===== config.mk =====
export PLATFORM = sky130hd
export DESIGN_NAME = ram_burst_reader
export DESIGN_NICKNAME = d
export VERILOG_FILES = /design/src/rtl/ram_pkg.sv /design/src/rtl/ram_rd_skid.sv /design/src/rtl/ram_burst_reader.sv
export SDC_FILE = /design/constraint.sdc
export NUM_CORES = 1
export LEC_CHECK = 0
export CORE_MARGIN = 2
export CORE_UTILIZATION = 35
export CTS_CLUSTER_SIZE = 14
export DETAILED_ROUTE_END_ITERATION = 12
export PLACE_DENSITY = 0.67
export SLEW_MARGIN = 5
export SYNTH_ARGS = -nofsm -noshare
export SYNTH_HDL_FRONTEND = slang
export SYNTH_SLANG_ARGS = --single-unit

===== constraint.sdc =====
create_clock -name clk -period 3.95 [get_ports clk]
set_clock_uncertainty 0.15 [all_clocks]
set_input_delay 0.79 -clock clk [delete_from_list [all_inputs] [get_ports clk]]
set_output_delay 0.79 -clock clk [all_outputs]
set_load 0.01 [all_outputs]

===== src/rtl/ram_pkg.sv =====
// Constants shared by the port-B burst reader and the dual-port RAM it drives:
// default widths and the reader FSM state encoding.
package ram_pkg;

    localparam int DATA_WIDTH_DEF = 7;
    localparam int ADDR_WIDTH_DEF = 5;
    localparam int RAM_LOC_DEF    = 63;

    localparam logic [1:0] ST_IDLE  = 2'd0;
    localparam logic [1:0] ST_RUN   = 2'd1;
    localparam logic [1:0] ST_DRAIN = 2'd2;

endpackage


===== src/rtl/ram_rd_skid.sv =====
// Two-entry FIFO of {last, data} words between RAM capture and the output stream.
// Entry 0 is always the head, so the output holds still until it is popped.
module ram_rd_skid
    import ram_pkg::*;
#(
    parameter int WIDTH = DATA_WIDTH_DEF + 2
) (
    input  logic             clk,
    input  logic             rst,
    input  logic             push,
    input  logic [WIDTH-1:0] push_data,
    input  logic             pop,
    output logic [WIDTH-1:0] head,
    output logic [1:0]       count,
    output logic             valid
);

    logic [WIDTH-1:0] e0_reg, e1_reg, e0_next, e1_next;
    logic [1:0]       count_reg, count_next;
    logic             pop_eff, push_eff;

    always_comb begin
        pop_eff    = pop && (count_reg != 2'd0);
        // A push into a full buffer is only taken when the head leaves in the same cycle.
        push_eff   = push && ((count_reg != 2'd2) || pop_eff);
        e0_next    = e0_reg;
        e1_next    = e1_reg;
        count_next = count_reg;
        case ({push_eff, pop_eff})
            2'b10: begin
                if (count_reg == 2'd0) begin
                    e0_next = push_data;
                end else begin
                    e1_next = push_data;
                end
                count_next = count_reg + 2'd1;
            end
            2'b01: begin
                e0_next    = e1_reg;
                count_next = count_reg - 2'd1;
            end
            2'b11: begin
                if (count_reg == 2'd1) begin
                    e0_next = push_data;
                end else begin
                    e0_next = e1_reg;
                    e1_next = push_data;
                end
            end
            default: begin
            end
        endcase
    end

    always_ff @(posedge clk or posedge rst) begin
        if (rst) begin
            e0_reg    <= '0;
            e1_reg    <= '0;
            count_reg <= 2'd0;
        end else begin
            e0_reg    <= e0_next;
            e1_reg    <= e1_next;
            count_reg <= count_next;
        end
    end

    assign head  = e0_reg;
    assign count = count_reg;
    assign valid = (count_reg != 2'd0);

endmodule


===== src/rtl/ram_burst_reader.sv =====
// Port-B burst read master: takes {start, length-1} commands and streams the RAM words
// out with a last marker, throttling reads so the two-entry output buffer never overflows.
module ram_burst_reader
    import ram_pkg::*;
#(
    parameter int DATA_WIDTH = DATA_WIDTH_DEF,
    parameter int ADDR_WIDTH = ADDR_WIDTH_DEF,
    parameter int RAM_LOC    = RAM_LOC_DEF
) (
    input  logic                clk,
    input  logic                rst,
    input  logic                cmd_valid,
    output logic                cmd_ready,
    input  logic [ADDR_WIDTH:0] cmd_addr,
    input  logic [ADDR_WIDTH:0] cmd_len,
    output logic [ADDR_WIDTH:0] addr_B,
    output logic                w_B,
    input  logic [DATA_WIDTH:0] q_B,
    output logic                out_valid,
    input  logic                out_ready,
    output logic [DATA_WIDTH:0] out_data,
    output logic                out_last,
    output logic                busy
);

    localparam logic [ADDR_WIDTH:0] LAST_ADDR = RAM_LOC[ADDR_WIDTH:0];

    logic [1:0]            state_reg;
    logic [ADDR_WIDTH:0]   counter_reg, remaining_reg, addr_reg, counter_next;
    logic                  inflight_reg, inflight_last_reg;
    logic [1:0]            skid_count;
    logic [DATA_WIDTH+1:0] skid_head;
    logic                  skid_valid, pop, issue;
    logic [2:0]            occupancy;

    always_comb begin
        pop          = skid_valid && out_ready;
        // Buffer occupancy just after this edge; the word issued now lands one edge later.
        occupancy    = {1'b0, skid_count} + {2'b00, inflight_reg} - {2'b00, pop};
        issue        = (state_reg == ST_RUN) && (occupancy < 3'd2);
        counter_next = (counter_reg == LAST_ADDR) ? '0
                                                  : counter_reg + (ADDR_WIDTH+1)'(1);
    end

    always_ff @(posedge clk or posedge rst) begin
        if (rst) begin
            state_reg         <= ST_IDLE;
            counter_reg       <= '0;
            remaining_reg     <= '0;
            addr_reg          <= '0;
            inflight_reg      <= 1'b0;
            inflight_last_reg <= 1'b0;
        end else begin
            inflight_reg      <= issue;
            inflight_last_reg <= issue && (remaining_reg == '0);
            case (state_reg)
                ST_IDLE: begin
                    if (cmd_valid) begin
                        counter_reg   <= cmd_addr;
                        remaining_reg <= cmd_len;
                        state_reg     <= ST_RUN;
                    end
                end
                ST_RUN: begin
                    if (issue) begin
                        addr_reg      <= counter_reg;
                        counter_reg   <= counter_next;
                        remaining_reg <= remaining_reg - (ADDR_WIDTH+1)'(1);
                        if (remaining_reg == '0) begin
                            state_reg <= ST_DRAIN;
                        end
                    end
                end
                ST_DRAIN: begin
                    if (pop && skid_head[DATA_WIDTH+1]) begin
                        state_reg <= ST_IDLE;
                    end
                end
                default: state_reg <= ST_IDLE;
            endcase
        end
    end

    ram_rd_skid #(
        .WIDTH(DATA_WIDTH + 2)
    ) skid (
        .clk      (clk),
        .rst      (rst),
        .push     (inflight_reg),
        .push_data({inflight_last_reg, q_B}),
        .pop      (pop),
        .head     (skid_head),
        .count    (skid_count),
        .valid    (skid_valid)
    );

    assign addr_B    = addr_reg;
    assign w_B       = 1'b0;
    assign out_valid = skid_valid;
    assign out_data  = skid_head[DATA_WIDTH:0];
    assign out_last  = skid_valid && skid_head[DATA_WIDTH+1];
    assign busy      = (state_reg != ST_IDLE);
    assign cmd_ready = (state_reg == ST_IDLE);

endmodule


==> results.md <==
- Port-buffer cells: 41
- Max_cap viols: 0
- Syn avg cell area: 9.81 um2
- First-pass GRT wire length: 7890 um
- DRT Wirelength: 4470 um
- CP cell instances: clkdlybuf4s50_1 > nand2b_4 > inv_2 > ha_1 > nand2b_1 > fa_1 > nand3b_1 > o21ai_4 > o211ai_1 > a21oi_1
- Hold slack final: 0.336 ns
- CP endpoint: counter_reg[4]$_DFFE_PP0P_
- Remaining antenna violation count after routing: 0
- Fraction of registers with async set/reset: 1.00
- Status: finished clean
- Commonest cells post-synth: dfrtp_1, o21ai_0, nand2_1
- Vias in the first global route: 1718
- CTS Root Cell: clkbuf_8
- Unrepaired setup endpoints after global routing: false
- Die Area: 7020 um2
- Routability cong.: 0.788
- R2R Path End: counter_reg[4]$_DFFE_PP0P_
- Yosys cell types: 50
- Post-cts sizing count: 0
- Max Fanout on Critical Path: 16
- IR drop worst, VDD: 452 uV
- Ys Warns: 0
- PwrDens: 883 nW/um2
- Crit start category: primary input
- # DRC: 0
- Final Hold Fails: 0
- R2R Setup Slk: 0.70 ns
- Post-CTS setup buffer count: 0
- Layout Cells excl Fill: 339
- Pleak: 1.21 nW
- Slowest stage delay, CP: 0.56 ns
- Achievable Freq: 301 MHz
- Dpl cells: 331
- Max Root-Sink Buffers: 2
- Die height: 83.8 um
- Hold-fix buffers at CTS: 0
- Synth top area share: 0.472
- Flops & latches, synth: 42
- CTS HTree Levels: 2
- Slew headroom: 0.508
- Synth Net Count: 259
- I/O pins: 43
- Post-synth EDFFs: 0
- CTS tree: done
- Gate Count Post-Synth: 227
- Post-synth top area cell: dfrtp_1
- Critical Path AT: 3.39 ns
- TritonRoute pass-1 iters: 4
- Die Width: 83.8 um
- Reg-to-reg startpoint: skid.count[1]$_DFFE_PP0P_
- CP endpoint kind: flop
- Antenna Cells: 0
- Worst Hold Class: flop to flop
- Initial core utilization: 0.357
- Largest net degree at the start of global routing: 24
- Final Cycle Share: 0.841
- Worst-path clk slew: 0.09 ns
- Final net count: 293
- Core ar.: 6240 um2
- # rows: 29
- Final Max Slew Viols: 0
- All-Layer GR Usage: 0.138
- Routed vias/inst: 4.95
- Final global-route overflow total: 0
- Setup TNS: 0 ns
- Minimum clock period: 3.32 ns
- Area growth syn-to-layout: 24.1%
- CP required: 4.02 ns
- Routed len/inst: 13.2 um
- Seq/Total Area, Yosys: 0.472
- Clk sinks: 42
- Synth top area cells: dfrtp_1, o21ai_0, ha_1, buf_4, nand2_1
- R2R cell count: 11
- Num CTS Buffers: 5
- Crit path launch: out_ready
- Initial antenna violation count: 0
- Worst Path Class, Setup: primary input to flop
- Most numerous cell in the Yosys netlist: dfrtp_1
- Final HPWL DP: 3220 um
- Final setup violation count: 0
- CP max stage cell: clkdlybuf4s50_1
- Synthesized cell area: 2230 um2
- Top FF cell, synth: dfrtp_1
- Worst skew pair latency: 0.30 ns
- Vias: 1679
- Initial DRC count: 43
- Layout cells sized above 1: 0.111
- Worst Tran Pin Value: 0.737 ns
cells in the final DEF, fill, tap and decap left out, types with 2 or more instances in the layout:
cell type | Yosys | layout
bufinv_16 | 0 | 2
buf_4 | 11 | 2
a311oi_1 | 2 | 2
a21oi_1 | 14 | 14
clkdlybuf4s50_1 | 0 | 41
nand2_1 | 22 | 22
ha_1 | 7 | 7
clkbuf_8 | 0 | 5
a31o_2 | 3 | 3
nand3_1 | 6 | 6
o211ai_1 | 4 | 4
o21ai_0 | 25 | 25
nor2b_1 | 2 | 2
nor2_1 | 10 | 10
mux2_2 | 5 | 5
xnor2_1 | 2 | 2
nand2b_1 | 4 | 4
dfrtp_1 | 42 | 42
o22ai_1 | 2 | 2
inv_1 | 21 | 21
a22oi_1 | 9 | 9
nor3_1 | 4 | 4
area by class of cell:
class,count,area (um2)
tap,77,96.3
multi-input combinational,147,971
clock inverter,3,68.8
inverter,22,82.6
clock buffer,5,68.8
timing repair buffer,43,425
sequential,42,1050
fill,623,3480
worst max-delay path, delay by kind of cell:
kind / cells / cell delay, ns
AOI/OAI and AO/OA: 3 / 0.74
adders and majority gates: 2 / 0.78
buffers and inverters: 2 / 0.67
and+or+nand+nor: 3 / 0.42
per-layer routing:
layer / part of all wire / up-vias / track usage / wire, um
met1: 0.47 / 781 / 0.172 / 2090
met2: 0.48 / 45 / 0.238 / 2140
met5: 0 / - / 0 / 0
li1: - / 848 / - / -
met4: 0.0089 / 0 / 0.0396 / 40
met3: 0.047 / 5 / 0.0336 / 209
per-stage QoR:
stage / cell area, um2 / power (mW) / worst slack (ns) / utilization
after detailed placement: 2630 / 2.05 / 0.344 / 0.421
after floorplan: 2230 / 1.77 / 1.08 / -
after global placement: 2630 / 2.01 / 0.405 / 0.421
after global routing: 2760 / 2.66 / 0.427 / 0.443
final: 2760 / 2.44 / 0.629 / 0.443
after CTS: 2760 / 2.47 / 0.630 / 0.443
power breakdown:
part	internal, mW	switching, mW	leakage [nW]	total, mW
Sequential	0.632	0.157	0.514	0.789
Clock	0.253	0.157	0.0683	0.411
Combinational	0.584	0.656	0.629	1.24
logic make-up after synthesis:
logic type	Yosys count	share of synthesized area
AOI/OAI and AO/OA	70	0.210
xor gates and xnor gates	3	0.0118
adders and majority gates	8	0.0483
buffers and inverters	38	0.0921
DFF	42	0.472
muxes	6	0.0298
other	1	0.00168
and+or+nand+nor	59	0.135
worst min-delay path by stage:
stage	from	to	slack, ns	cells past startpoint
3_3_place_gp	skid.e1_reg[5]$_DFFE_PP0P_	skid.e1_reg[5]$_DFFE_PP0P_	0.31	2
4_1_cts	skid.e1_reg[3]$_DFFE_PP0P_	skid.e1_reg[3]$_DFFE_PP0P_	0.34	2
6_report	skid.e1_reg[3]$_DFFE_PP0P_	skid.e1_reg[3]$_DFFE_PP0P_	0.34	2
3_5_place_dp	skid.e1_reg[3]$_DFFE_PP0P_	skid.e1_reg[3]$_DFFE_PP0P_	0.32	2
2_1_floorplan	skid.e1_reg[0]$_DFFE_PP0P_	skid.e1_reg[0]$_DFFE_PP0P_	0.30	2
5_1_grt	addr_B[4]$_DFFE_PP0P_	addr_B[4]$_DFFE_PP0P_	0.38	1
(Power assumes the default switching activity.)
==> edit 1: new RTL, same settings <==
The package constant `ADDR_WIDTH_DEF` goes from 5 to 7.
--- a/src/rtl/ram_pkg.sv
+++ b/src/rtl/ram_pkg.sv
@@ -3,7 +3,7 @@
 package ram_pkg;
 
     localparam int DATA_WIDTH_DEF = 7;
-    localparam int ADDR_WIDTH_DEF = 5;
+    localparam int ADDR_WIDTH_DEF = 7;
     localparam int RAM_LOC_DEF    = 63;
 
     localparam logic [1:0] ST_IDLE  = 2'd0;
Ports: changed (resized addr_B, cmd_addr and cmd_len); port bits go from 43 to 49. The function was not compared with the original's and may differ.
==> edit 1 against the unedited design <==
Power rose by 7.0%. Fmax fell by 2.4%. Wire length rose by 18%. Register-to-register slack got worse by 0.05 ns. Critical path depth did not move. Critical endpoint is now counter_reg[7]$_DFFE_PP0P_. Sequential cell count rose by 6. Cell area rose by 14%. Via count rose by 17%. Setup slack got worse by 0.081 ns. Area after synthesis rose by 13%. Sequential share of layout area rose by 0.21 points.
==> edit 1: results (changes against the unedited design) <==
drt pass-1 iters=4 (unchanged); Cell variety after synth=46 (-8.0%); Non-Filler Instances=389 (+15%); maximum VDD drop=370 µV (-18%); hold endpoint=addr_B[2]$_DFFE_PP0P_; Slew headroom=0.336 (-0.172); Setup WS pre-CTS=0.238 ns (-0.106 ns); Post-CTS Setup Bufs=0 (unchanged); drt first-iter violations=78 (+81%); # DRC=0 (unchanged); Placer Congestion=0.802 (+1.8%); GRT Total Usage=0.145 (+0.00717); DPL Wire Length=3790 µm (+18%); Syn Nets=287 (+11%); status=completed; r2r setup slk=0.65 ns (-0.05 ns); Slowest-stage cell, CP=fa_1; first-pass GRT wire length=8920 µm (+13%); Hold Path Class=flip-flop to flip-flop; number of CTS-inserted buffers=5 (unchanged); Seq cells post-synth=48 (+14%); clock buffer depth=2 (unchanged); vias per cell=5.06 (+2.1%); number of global-route vias before repair=1,863 (+8.4%); max incr delay on CP=0.53 ns (-0.03 ns); fraction of layout cells with a size suffix above 1=0.106 (-0.00488); Port Buffers=47 (+15%); Reg-to-Reg End=counter_reg[7]$_DFFE_PP0P_; Post-synth top cells=dfrtp_1 (48), nor2_1 (27), a21oi_1 (21); Detailed Route WL=5290 µm (+18%); Placed Instance Area=3030 µm² (+15%); Reg-to-Reg Start=skid.count[1]$_DFFE_PP0P_; hold_sp=addr_B[2]$_DFFE_PP0P_; worst hold slack=0.333 ns (-0.00286 ns); Max FO, Critical Path=16 (unchanged); initial antenna violation count=0 (unchanged); CP arrival=3.48 ns (+0.09 ns); synthesized instance count=251 (+11%); final setup margin=0.548 ns (-0.0813 ns); # nets final=328 (+12%); CP top delay family=compound AO/OA/AOI/OAI gates; largest net degree at the start of global routing=49 (+100%); post-synthesis sequential area ratio=0.478 (+0.00642); placed cells=381 (+15%); Lkg Pwr=1.32 nW (+8.7%); Area contributors post-synth=dfrtp_1 (48%), mux2_2 (6.3%), mux2i_1 (4.4%), a21oi_1 (4.2%), nor2_1 (4.0%)
edit 1: area by class of cell:
type / instances / area [µm²]
clock buffers: 5 / 68.8
clock inverters: 3 / 46.3
fillers: 681 / 3730
inverters: 13 / 48.8
multi-input cells: 173 / 1160
flip-flops and latches: 48 / 1200
well taps: 96 / 120
repair buffers: 51 / 500
edit 1: how the worst max path moves through the flow:
stage / end / from / depth (start not counted)
floorplan: counter_reg[7]$_DFFE_PP0P_ / out_ready / 9
global placement: counter_reg[7]$_DFFE_PP0P_ / out_ready / 10
detailed placement: remaining_reg[0]$_DFFE_PP0P_ / out_ready / 11
CTS: remaining_reg[0]$_DFFE_PP0P_ / out_ready / 11
global route: remaining_reg[0]$_DFFE_PP0P_ / out_ready / 11
finish: counter_reg[7]$_DFFE_PP0P_ / out_ready / 10
edit 1: cell families (layout without fill, tap and decap cells):
kind of cell | after synthesis | in the layout | synth area share
AO/OA/AOI/OAI | 66 | 66 | 0.168
XOR/XNOR | 3 | 3 | 0.0105
adder cells (fa/ha/maj) | 8 | 8 | 0.0428
buffers and inverters | 30 | 72 | 0.0613
flip-flops | 48 | 48 | 0.478
multiplexers | 25 | 25 | 0.107
other | 1 | 1 | 0.00149
AND/OR/NAND/NOR | 70 | 70 | 0.131
edit 1: metal layers:
metal,track usage,up-vias,wire length (µm),share of wire
li1,-,960,-,-
met1,0.204,938,2480,0.47
met2,0.227,59,2450,0.46
met3,0.0317,10,288,0.054
met4,0.0413,0,71,0.013
met5,0,-,0,0
edit 1: power breakdown:
part           internal [W]  total (W)  switching (W)  leakage (nW)
logic              0.000665    0.00136       0.000693         0.691
clock network      0.000191   0.000367       0.000176        0.0548
registers          0.000715   0.000887       0.000172         0.571
total               0.00157    0.00261        0.00104          1.32
==> edit 2: new RTL, same flow settings <==
Made on the original files. `e1_reg` no longer has a reset.
--- a/src/rtl/ram_rd_skid.sv
+++ b/src/rtl/ram_rd_skid.sv
@@ -55,13 +55,15 @@
     always_ff @(posedge clk or posedge rst) begin
         if (rst) begin
             e0_reg    <= '0;
-            e1_reg    <= '0;
             count_reg <= 2'd0;
         end else begin
             e0_reg    <= e0_next;
-            e1_reg    <= e1_next;
             count_reg <= count_next;
         end
+    end
+
+    always_ff @(posedge clk) begin
+        e1_reg <= e1_next;
     end
 
     assign head  = e0_reg;
Check against the original RTL: differs if rst is asserted again (counterexample within 10 cycles, from zero or initial values and one cycle with rst high); with rst held inactive, the same outputs for 10 cycles.
==> edit 2 against the unedited design <==
Area after synthesis fell by 2.4%. Cell area down 4.0%. Power shrank 6.2%. Sequential cell count did not move. Count of clock-buffer cells in the layout is 1 higher. Setup slack improved by 0.072 ns. Non-clock buffer count down 1. Wire length is essentially flat. Largest power group unchanged. Highest routed layer unchanged.
==> edit 2: results (changes against the unedited design) <==
first-pass GRT wire length=7500 µm (-4.9%); Clk. pwr=0.000271 W (-34%); GRT Total Usage=0.134 (-0.00451); FFs w/ async S/R, synth=0.786 (-0.214); syn_area_per_cell=10.7 µm² (+9.1%); Gate power share=0.536 (+0.028); clkbuf count=6 (+1); hold endpoint=skid.e1_reg[8]$_DFFE_PP_; r2r setup slk=0.80 ns (+0.10 ns); Least-Margin Pin Slew=0.568 ns (-0.169 ns); ANT cells=0 (unchanged); fraction of layout cells with a size suffix above 1=0.105 (-0.00565); worst setup path end=counter_reg[2]$_DFFE_PP0P_; # nets final=269 (-8.2%); maximum VDD drop=413 µV (-8.6%); status=completed; area of the multi-input gates=873 µm² (-10%); hold depth=0 (-2); post-synthesis sequential area ratio=0.504 (+0.0324); synthesized instance count=203 (-11%); largest net degree at the start of global routing=21 (-13%); hold_sp=inflight_last_reg$_DFF_PP0_; power after layout=0.00229 W (-6.2%); number of synthesized flops with an enable pin=9 (+9); Max FO, Critical Path=12 (-4); Placed Instance Area=2570 µm² (-2.1%); DPL Wire Length=3230 µm (+0.22%); Reg-to-Reg End=counter_reg[2]$_DFFE_PP0P_; clk cell area share=0.0311 (-0.0187); area delta synth->final=22.1%; Fill cells=592 (-5.0%); Lkg Pwr=1.13 nW (-6.8%); FF/Latch Area=1100 µm² (+4.3%); count of multi-input gates=122 (-17%); Area contributors post-synth=dfrtp_1 (38%), edfxtp_1 (12%), ha_1 (4.0%), inv_1 (4.0%), buf_4 (3.8%); CP arrival=3.32 ns (-0.07 ns); Tmin final=3.25 ns (-0.0723 ns); Post-synth top cells=dfrtp_1 (33), inv_1 (23), o21ai_0 (14); non-clk buf share=0.157 (+0.00356); worst hold slack=0.301 ns (-0.0352 ns); routed vias=1,570 (-6.5%); Cell variety after synth=53 (+6.0%); Placer Congestion=0.783 (-0.65%); drt wl/cell=14.3 µm (+8.4%); placed cells=305 (-7.9%); vias per cell=5.02 (+1.3%); post_cts resized=0 (unchanged); Setup WS pre-CTS=0.417 ns (+0.0724 ns)
[edit 2: logic make-up after synthesis]
logic type	share of synthesized area
AOI/OAI and AO/OA	0.192
xor gates and xnor gates	0.0121
adders and majority gates	0.0495
buffers and inverters	0.0938
DFF	0.504
muxes	0.0403
other	0.00173
and+or+nand+nor	0.107
[edit 2: routing by layer]
| layer | part of all wire | track usage |
|---|---|---|
| met1 | 0.46 | 0.168 |
| met5 | 0 | 0 |
| met3 | 0.047 | 0.0388 |
| met2 | 0.49 | 0.231 |
| met4 | 0.0040 | 0.0238 |
[edit 2: worst max-delay path, cell delays in order]
cell	delay [ns]
clkdlybuf4s50_1	0.54
nand2b_4	0.09
inv_2	0.10
ha_1	0.23
nand2b_1	0.15
fa_1	0.55
nand3b_1	0.14
o21ai_2	0.40
o21ai_0	0.16
a21oi_1	0.16
